--- src/rtl/temp_sampler_pkg.sv ---
// Shared types and constants for the temperature sampler: FSM state encoding
// and the raw sensor code format (12-bit signed, 4 fractional bits = 0.0625 degC/LSB).
package temp_sampler_pkg;
    localparam int RAW_W  = 12;
    localparam int FRAC_W = 4;

    typedef enum logic [2:0] {
        IDLE,
        START,
        WAIT,
        ACCUM,
        EMIT
    } state_t;
endpackage

--- src/rtl/sample_tick_gen.sv ---
// Free-running period counter 0..P-1 (P = CLK_FREQ/SAMPLE_HZ); tick is high
// for the single cycle in which the counter has just wrapped to 0.
module sample_tick_gen #(
    parameter int CLK_FREQ  = 12000000,
    parameter int SAMPLE_HZ = 1
) (
    input  logic clk,
    input  logic rst,
    output logic tick
);
    localparam int P  = CLK_FREQ / SAMPLE_HZ;
    localparam int CW = (P > 1) ? $clog2(P) : 1;

    logic [CW-1:0] cnt;

    always_ff @(posedge clk) begin
        if (rst) begin
            cnt  <= '0;
            tick <= 1'b0;
        end else if (cnt == CW'(P - 1)) begin
            cnt  <= '0;
            tick <= 1'b1;
        end else begin
            cnt  <= cnt + 1'b1;
            tick <= 1'b0;
        end
    end
endmodule

--- src/rtl/temp_sampler.sv ---
// Periodic temperature sampler: requests 2^AVG_LOG2 conversions per tick, averages
// them and emits whole degC (negative clamped to 0). Optional TEMP_SAMPLER_ALARM_EN adds a hysteresis alarm.
module temp_sampler
    import temp_sampler_pkg::*;
#(
    parameter int CLK_FREQ       = 12000000,
    parameter int SAMPLE_HZ      = 1,
    parameter int AVG_LOG2       = 2,
    parameter int TIMEOUT_CYCLES = 120000
`ifdef TEMP_SAMPLER_ALARM_EN
    ,
    parameter int ALARM_HI       = 60,
    parameter int ALARM_LO       = 55
`endif
) (
    input  logic             clk,
    input  logic             rst,
    output logic             conv_start,
    input  logic             raw_valid,
    input  logic [RAW_W-1:0] raw_data,
    output logic [7:0]       data_out,
    output logic             valid,
`ifdef TEMP_SAMPLER_ALARM_EN
    output logic             alarm,
`endif
    output logic             sensor_err
);
    localparam int ACC_W = RAW_W + AVG_LOG2;
    localparam int DEG_W = RAW_W - FRAC_W;
    localparam int CNT_W = (AVG_LOG2 > 0) ? AVG_LOG2 : 1;
    localparam int TMO_W = $clog2(TIMEOUT_CYCLES + 1);
    localparam logic [CNT_W-1:0] LAST_CNT = CNT_W'((1 << AVG_LOG2) - 1);

    state_t                    state, state_nx;
    logic                      tick;
    logic signed [ACC_W-1:0]   acc;
    logic signed [RAW_W-1:0]   sample;
    logic signed [ACC_W-1:0]   sample_ext;
    logic [CNT_W-1:0]          cnt;
    logic [TMO_W-1:0]          tmo;
    logic                      timeout;
    logic signed [DEG_W-1:0]   deg;
    logic [7:0]                deg_c;
    logic [7:0]                data_q;

    sample_tick_gen #(
        .CLK_FREQ  (CLK_FREQ),
        .SAMPLE_HZ (SAMPLE_HZ)
    ) u_tick (
        .clk  (clk),
        .rst  (rst),
        .tick (tick)
    );

    // Average and degC conversion collapse into one floor shift; the result
    // always fits the 8-bit signed range of a 12-bit code.
    assign sample_ext = ACC_W'(sample);
    assign deg        = DEG_W'(acc >>> (AVG_LOG2 + FRAC_W));
    assign deg_c      = deg[DEG_W-1] ? 8'd0 : 8'(deg);
    assign timeout    = (tmo == TMO_W'(TIMEOUT_CYCLES - 1));
    assign data_out   = (state == EMIT) ? deg_c : data_q;

    always_comb begin
        state_nx   = state;
        conv_start = 1'b0;
        valid      = 1'b0;
        sensor_err = 1'b0;
        case (state)
            IDLE:  if (tick) state_nx = START;
            START: begin
                conv_start = 1'b1;
                state_nx   = WAIT;
            end
            WAIT: begin
                if (raw_valid) begin
                    state_nx = ACCUM;
                end else if (timeout) begin
                    sensor_err = 1'b1;
                    state_nx   = IDLE;
                end
            end
            ACCUM: state_nx = (cnt == LAST_CNT) ? EMIT : START;
            EMIT: begin
                valid    = 1'b1;
                state_nx = IDLE;
            end
            default: state_nx = IDLE;
        endcase
    end

    always_ff @(posedge clk) begin
        if (rst) begin
            state  <= IDLE;
            acc    <= '0;
            sample <= '0;
            cnt    <= '0;
            tmo    <= '0;
            data_q <= 8'd0;
        end else begin
            state <= state_nx;
            case (state)
                IDLE: if (tick) begin
                    acc <= '0;
                    cnt <= '0;
                end
                START: tmo <= '0;
                WAIT: begin
                    if (raw_valid) sample <= raw_data;
                    else           tmo    <= tmo + 1'b1;
                end
                ACCUM: begin
                    acc <= acc + sample_ext;
                    if (cnt != LAST_CNT) cnt <= cnt + 1'b1;
                end
                EMIT: data_q <= deg_c;
                default: ;
            endcase
        end
    end

`ifdef TEMP_SAMPLER_ALARM_EN
    localparam logic [7:0] A_HI = 8'(ALARM_HI);
    localparam logic [7:0] A_LO = 8'(ALARM_LO);

    // Hysteresis: between the thresholds the alarm keeps its previous state.
    always_ff @(posedge clk) begin
        if (rst) begin
            alarm <= 1'b0;
        end else if (state == EMIT) begin
            if (deg_c >= A_HI)      alarm <= 1'b1;
            else if (deg_c <= A_LO) alarm <= 1'b0;
        end
    end
`endif
endmodule

--- config.mk ---
export PLATFORM = sky130hd
export DESIGN_NAME = temp_sampler
export DESIGN_NICKNAME = d
export VERILOG_FILES = /design/src/rtl/temp_sampler_pkg.sv /design/src/rtl/sample_tick_gen.sv /design/src/rtl/temp_sampler.sv
export SDC_FILE = /design/constraint.sdc
export NUM_CORES = 1
export LEC_CHECK = 0
export ABC_AREA = 1
export CAP_MARGIN = 10
export CORE_MARGIN = 8
export CORE_UTILIZATION = 54
export CTS_CLUSTER_SIZE = 8
export DETAILED_ROUTE_END_ITERATION = 8
export PLACE_DENSITY = 0.76
export SYNTH_ARGS = -nofsm -noshare
export SYNTH_HDL_FRONTEND = slang
export SYNTH_SLANG_ARGS = --single-unit
--- constraint.sdc ---
create_clock -name clk -period 1.4 [get_ports clk]
set_input_delay 0.28 -clock clk [delete_from_list [all_inputs] [get_ports clk]]
set_output_delay 0.28 -clock clk [all_outputs]
set_load 0.01 [all_outputs]
==> impl_metrics.py, run 1 <==
metrics = {
    "floorplan": {
        "die_y_um": 107,
        "core_area_mm2": 0.00809,
        "fp-row-count": 33,
        "initial_core_util": 0.550,
        "die_w_um": 107,
        "die_area_mm2": 0.0114,
        "io_pins": 26,
    },
    "power_and_ir_drop": {
        "leakage_nw": 3.06,
        "power_mw": 5.07,
        "irDropWorstVdd_mv": 0.592,
        "p_switching_mw": 1.37,
        "power.internal_mw": 3.71,
        "clkPwrFrac": 0.389,
        "powerDensity_mw_per_mm2": 682,
        "sequentialPowerShare": 0.470,
        "p_comb_frac": 0.141,
        "switching_share": 0.269,
    },
    "sta": {
        "min_period_ps": 1940,
        "skew_ps": 9.18,
        "slew_headroom": 0.654,
        "setup_viol": 86,
        "tns_ps": -25180,
        "fmax_ghz": 0.516,
        "postLayoutSetupSlackWorst_ps": -539,
        "rsz0062_at_grt": "true",
        "period_share": 1.38,
        "finalHoldViolCount": 0,
        "timing.hold.ws_ps": 444,
        "tightest_slew_ps": 519,
        "drv_slew": 0,
    },
    "cells_and_area": {
        "n_antenna_cell": 0,
        "n_fill_cell": 312,
        "final_nets": 864,
        "drive_above_1_share": 0.504,
        "fin_area_mm2": 0.00744,
        "area_delta_synth_final_pct": 67.2,
    },
    "worst_setup_path": {
        "reg2reg_from": "state[1]",
        "crit_path_end_kind": "flip-flop",
        "cp_num_buf_inv": 8,
        "crit_fanout": 5,
        "critPathKind": "flip-flop to flip-flop",
        "crit_family": "buffers and inverters",
        "startpoint_type": "flip-flop",
        "arrival_ps": 2220,
        "worst-r2r-setup-slack_ps": -540,
        "crit_slowest_cell": "dfxtp_2",
        "max_stage_delay_ps": 350,
        "r2r-end": "cnt[1]",
        "cp_num_cells": 14,
        "crit_chain": "inv_2 > buf_4 > buf_6 > buf_6 > buf_6 > nor2_4 > buf_6 > nand2_8 > buf_6 > nand2_2 > nand3_2 > inv_2 > nand3_2 > a21oi_2",
        "crit_top_cell": "buf_6",
        "rr_worst_depth": 14,
        "worstPathRequired_ps": 1680,
    },
    "routing": {
        "ant_nets": 0,
        "wl_mm": 19.6,
        "post_drt_wl_per_cell_um": 20.8,
        "drt-initial-drc-count": 579,
        "vias": 5775,
        "viasPerCell": 6.14,
        "dr.pass1.iters": 5,
        "drc": 0,
    },
    "cts": {
        "ctsHtreeMaxLevel": 3,
        "clk_latency_ps": 360,
        "clkSlewWorstSetupHoldPaths_ps": 90,
        "cts_tree": "done",
        "cts_buffers": 9,
        "clock_sinks": 81,
        "clockRootBuffer": "clkbuf_8",
        "clockBufferDepth": 2,
    },
    "logic_synthesis": {
        "netlist_area_mm2": 0.00445,
        "ys_ff_latch": 81,
        "ys_types": 43,
        "avgSynthCellArea_um2": 6.81,
        "ys_seq_area_frac": 0.364,
        "synth_nets": 686,
        "synth_edf_count": 0,
        "synthCells": 654,
        "yosysWarningCount": 0,
        "synth-main-ff-cell": "dfxtp_1",
        "async_flop_share": 0,
    },
    "global_routing": {
        "grtUsageTotal": 0.256,
        "gr-usage-met1": 0.285,
        "overflow": 0,
        "grt_antenna_before_repair": 0,
        "grt_pass1_wl_mm": 24.2,
        "grt_pass1_vias": 5301,
        "grt-busiest-layer": "met2",
        "grt_start_max_net_pins": 32,
        "grtUsageMet3": 0.0504,
        "grt_use_met2": 0.459,
    },
    "worst_hold_path": {
        "hp-class": "flip-flop to flip-flop",
        "holdCritStartpoint": "data_q[7]",
        "min_path_cells": 2,
        "min_to": "data_q[7]",
    },
    "placed_design": {
        "gp_congestion": 0.911,
        "place_hpwl_mm": 8.53,
        "dpl_cell_area_mm2": 0.00555,
        "portBuffers": 25,
    },
    "run": {
        "cap_violations": 0,
    },
    "outcome": {
        "status": "complete, but fails checks",
        "violations": "setup timing",
    },
}
## layer usage
layer	part of all wire	vias up
met5	0	-
met4	0.067	0
met3	0.090	139
met2	0.49	423
met1	0.36	2712
li1	-	2501
## worst min-delay path: stages (launching register included)
cell and delay, ps:
dfxtp_1 310, inv_1 60, nor3_1 50
## timing repair
| action | in CTS | in global routing |
|---|---|---|
| endpoints found under the setup margin | 66 | 86 |
| pin swaps | 70 | 69 |
| cloned | 3 | 2 |
| hold buffers | 0 | 0 |
| setup buffers | 34 | 21 |
| resized for setup | 212 | 166 |
## synth_stat cells, types with 3 or more instances
cell type,count,area (um^2)
a21oi_1,54,270
a31oi_1,3,18.8
buf_2,3,15.0
buf_6,3,33.8
clkbuf_1,4,15.0
dfxtp_1,81,1620
ha_1,16,200
inv_1,85,319
nand2_1,151,567
nand2_4,5,56.3
nand3_1,43,215
nand4_1,22,138
nor2_1,89,334
nor2_4,5,56.3
nor3_1,20,100
nor3_2,3,30.0
nor3b_1,4,30.0
o21ai_0,25,125
or2_2,3,18.8
xor2_1,5,43.8
## layout by cell type, fill, tap and decap left out, types with 25 or more instances in the layout
master and instances:
a21oi_1 28, a21oi_2 25, buf_4 106, buf_6 40
dfxtp_1 54, dfxtp_2 25, inv_1 73, nand2_1 107
nand2_2 32, nand3_1 27, nor2_1 53
## cell families after synthesis
family,Yosys count,share of synthesized area
XOR/XNOR,7,0.0138
buffers and inverters,100,0.0916
AO/OA/AOI/OAI,92,0.110
AND/OR/NAND/NOR,357,0.371
flip-flops,81,0.364
adder cells (fa/ha/maj),17,0.0495
## flip-flops by register name, summed over array words and instances, names as in the netlist
register     count
sample          12
data_q           8
tmo             17
acc             14
state            3
u_tick.tick      1
u_tick.cnt      24
cnt              2
## cell type report
cell class                 instances  area (um^2)  share of cell area
tap                              105          131              0.0177
clock inverter                     5         80.1              0.0108
timing repair inverter             1         11.3             0.00151
clock buffer                      10          138              0.0185
timing repair buffer             175         1590               0.214
multi-input combinational        476         3480               0.467
inverter                          88          354              0.0476
sequential                        81         1660               0.223
## power by group through the flow
stage,registers (mW),logic [mW],clock network [mW]
2_1_floorplan,2.41,0.207,0
3_3_place_gp,2.41,0.375,0
3_5_place_dp,2.41,0.389,0
4_1_cts,2.38,0.532,1.95
5_1_grt,2.39,0.745,2.06
6_report,2.38,0.716,1.97
## metrics by stage
step / utilization / setup slack (ps) / cells
4_1_cts: 0.823 / -447 / 920
3_5_place_dp: 0.686 / -426 / 868
6_report: 0.920 / -539 / 941
2_1_floorplan: - / -33.3 / 654
5_1_grt: 0.920 / -618 / 941
3_3_place_gp: 0.686 / -384 / 868
## how the worst max path moves through the flow
| stage | from | to | slack [ps] |
|---|---|---|---|
| 3_5_place_dp | state[1] | data_out[3] | -430 |
| 3_3_place_gp | raw_valid | sensor_err | -380 |
| 2_1_floorplan | acc[0] | acc[12] | -30 |
| 4_1_cts | state[1] | data_out[0] | -450 |
| 5_1_grt | state[1] | cnt[1] | -620 |
| 6_report | state[1] | cnt[1] | -540 |
(Power assumes the default switching activity.)
==> inputs of run 2 (changes only) <==
--- a/config.mk
+++ b/config.mk
@@ -6,7 +6,7 @@
 export NUM_CORES = 1
 export LEC_CHECK = 0
 export ABC_AREA = 1
-export CAP_MARGIN = 10
+export CAP_MARGIN = 15
 export CORE_MARGIN = 8
 export CORE_UTILIZATION = 54
 export CTS_CLUSTER_SIZE = 8
@@ -14,4 +14,5 @@
 export PLACE_DENSITY = 0.76
 export SYNTH_ARGS = -nofsm -noshare
 export SYNTH_HDL_FRONTEND = slang
+export SYNTH_HIERARCHICAL = 1
 export SYNTH_SLANG_ARGS = --single-unit
==> run 2 against run 1 <==
The run ends with DRC, setup timing left; critical path depth down 7; utilization down 0.65 points; sequential cell count is the same; clock-buffer cell count unchanged; area after synthesis down 0.56%; sequential power barely moved; critical path type unchanged; largest power group unchanged; global-route usage is 1.3 points lower; sequential share of layout area increased by 0.38 points; clock power is 4% lower; synthesized cell count is 1.1% higher; via count up 5.1%; critical endpoint is now state[2]; highest routed layer unchanged; hold slack improved by 56 ps.
==> impl_metrics.py, run 2 <==
metrics = {
    "global_routing": {
        "grt_start_max_net_pins": 30,
        "grt_antenna_before_repair": 1,
        "grt_pass1_vias": 5138,
        "grt_pass1_wl_mm": 23.0,
        "grtUsageTotal": 0.243,
        "overflow": 0,
    },
    "worst_setup_path": {
        "cp_num_buf_inv": 4,
        "startpoint_type": "flip-flop",
        "arrival_ps": 2140,
        "crit_family": "simple AND/OR/NAND/NOR gates",
        "crit_chain": "buf_6 > inv_4 > buf_6 > nor2_4 > nand2_4 > buf_6 > nor3_1",
        "worstPathRequired_ps": 1580,
        "worst-r2r-setup-slack_ps": -570,
        "crit_path_end_kind": "flip-flop",
        "crit_fanout": 5,
        "critPathKind": "flip-flop to flip-flop",
        "crit_top_cell": "buf_6",
        "crit_slowest_cell": "nor3_1",
        "max_stage_delay_ps": 550,
    },
    "logic_synthesis": {
        "async_flop_share": 0,
        "yosysMostFrequentCell": "nand2_1",
        "synth.area.top_cells": "dfxtp_1 (37%), nand2_1 (14%), nor2_1 (9.1%)",
        "synthCells": 661,
        "avgSynthCellArea_um2": 6.70,
        "ys_types": 37,
        "synth_top_area_frac": 0.366,
        "ys_ff_latch": 81,
        "synth_commonest_cells": "nand2_1 (161), nor2_1 (107), dfxtp_1 (81)",
        "synth_nets": 693,
        "ys_seq_area_frac": 0.366,
        "yosysWarningCount": 6,
        "netlist_area_mm2": 0.00443,
        "synth-main-ff-cell": "dfxtp_1",
        "synth_top_area_cell": "dfxtp_1",
        "synth_edf_count": 0,
    },
    "routing": {
        "drt-initial-drc-count": 863,
        "post_drt_wl_per_cell_um": 24.4,
        "vias": 6071,
        "top_layer_used": "met4",
        "drc": 8,
        "wl_met2_mm": 10.6,
        "wl_met1_mm": 7.17,
        "wl_met3_mm": 2.79,
        "viasPerCell": 6.55,
        "dr.pass1.iters": 9,
        "ant_nets": 0,
        "wl_mm": 22.6,
    },
    "floorplan": {
        "core_area_mm2": 0.00809,
        "fp-row-count": 33,
        "io_pins": 26,
        "initial_core_util": 0.547,
        "die_y_um": 107,
        "die_w_um": 107,
        "die_area_mm2": 0.0113,
    },
    "outcome": {
        "violations": "DRC, setup timing",
        "status": "complete, but fails checks",
    },
    "power_and_ir_drop": {
        "power_mw": 5.06,
        "powerDensity_mw_per_mm2": 685,
        "leakage_nw": 3.06,
        "irDropWorstVdd_mv": 0.640,
    },
    "cts": {
        "cts_hold_buf": 0,
        "cts_tree": "done",
        "clk_latency_ps": 370,
        "clockRootBuffer": "clkbuf_8",
        "ctsHtreeMaxLevel": 3,
        "cts_buffers": 9,
        "clkSlewWorstSetupHoldPaths_ps": 110,
        "clockBufferDepth": 2,
        "clock_sinks": 81,
    },
    "cells_and_area": {
        "regMostFlops": "u_tick/cnt",
        "mostFrequentLayoutCells": "nand2_1 (104), buf_4 (86), nor2_1 (70)",
        "final_common_cell": "nand2_1",
        "n_fill_cell": 275,
        "drive_above_1_share": 0.521,
        "fin_area_mm2": 0.00739,
        "area_delta_synth_final_pct": 67.0,
        "final_cells": 927,
        "reg_top3": "u_tick/cnt x24, tmo x17, acc x14",
        "largest_reg_flops": 24,
        "n_antenna_cell": 0,
        "final_nets": 849,
    },
    "sta": {
        "slew_headroom": 0.497,
        "min_period_ps": 1970,
        "rsz0062_at_grt": "true",
        "drv_slew": 0,
        "tightest_slew_ps": 754,
        "skew_ps": 20.5,
        "period_share": 1.40,
        "timing.hold.ws_ps": 499,
        "fmax_ghz": 0.509,
        "finalHoldViolCount": 0,
        "setup_viol": 83,
        "postLayoutSetupSlackWorst_ps": -566,
    },
    "placed_design": {
        "portBuffers": 25,
        "dpl_cell_area_mm2": 0.00541,
        "place_ws_ps": -423,
        "gp_congestion": 0.908,
        "place_hpwl_mm": 8.51,
        "placed_cells": 862,
    },
    "run": {
        "cap_violations": 0,
    },
    "worst_hold_path": {
        "hp-class": "flip-flop to flip-flop",
    },
}
==> run 2: logic make-up (layout without fill, tap and decap cells) <==
kind of cell | after synthesis | in the layout | share of synthesized area
simple gates | 364 | 367 | 0.362
buf+inv | 96 | 254 | 0.0871
compound gates | 90 | 90 | 0.109
flops | 81 | 81 | 0.366
fa+ha+maj | 17 | 17 | 0.0498
xor+xnor | 13 | 13 | 0.0257
==> run 2: layout make-up <==
class                   count  area, um^2  share of cell area
multi-input cells         487        3600               0.488
flip-flops and latches     81        1680               0.227
repair buffers            152        1420               0.192
inverters                  85         343              0.0464
clock buffers              10         138              0.0186
well taps                 105         131              0.0178
clock inverters             6        65.1             0.00880
repair inverters            1        11.3             0.00152
==> run 2: per-layer routing <==
metal  global-route usage  vias to the layer above
met1                0.275                     2760
met2                0.437                      601
met5                    0                        -
met3               0.0466                      264
li1                     -                     2446
met4                0.101                        0
==> run 2: tightest hold or removal path: cells and delay by family (launching register included) <==
family | cells | cell delay (ps)
compound gates | 1 | 50
flops | 1 | 330
simple gates | 1 | 70
==> run 2: stage by stage <==
step / TNS [ps] / util
finish: -21180 / 0.913
global route: -25880 / 0.913
CTS: -5010 / 0.781
detailed placement: -12860 / 0.669
global placement: -9950 / 0.669
floorplan: -85.5 / -
==> run 2: where the power goes <==
group / internal (mW) / switching (mW) / total, mW / leakage (nW)
combinational: 0.353 / 0.417 / 0.770 / 2.28
clock: 0.882 / 1.02 / 1.90 / 0.103
sequential: 2.34 / 0.0500 / 2.39 / 0.673
==> run 2: path summary, 6_finish.rpt <==
| check | startpoint | to | cells past startpoint |
|---|---|---|---|
| worst min register to register | data_q[5] | data_q[5] | 2 |
| worst min-delay path | data_q[5] | data_q[5] | 2 |
| worst max register to register | state[1] | state[2] | 7 |
| worst max-delay path | state[1] | state[2] | 7 |
==> run 2: timing repair <==
action / CTS / global route
setup buffers: 17 / 29
pin swaps: 42 / 92
gates cloned: 1 / 4
endpoints found under the setup margin: 81 / 83
resized for setup: 208 / 231
==> inputs of run 3 (changes only) <==
--- a/config.mk
+++ b/config.mk
@@ -9,6 +9,7 @@
 export CAP_MARGIN = 15
 export CORE_MARGIN = 8
 export CORE_UTILIZATION = 54
+export CTS_CLUSTER_DIAMETER = 80
 export CTS_CLUSTER_SIZE = 8
 export DETAILED_ROUTE_END_ITERATION = 8
 export PLACE_DENSITY = 0.76
==> results of run 3 <==
The final DEF is identical to that of run 2; final timing and power are the same.
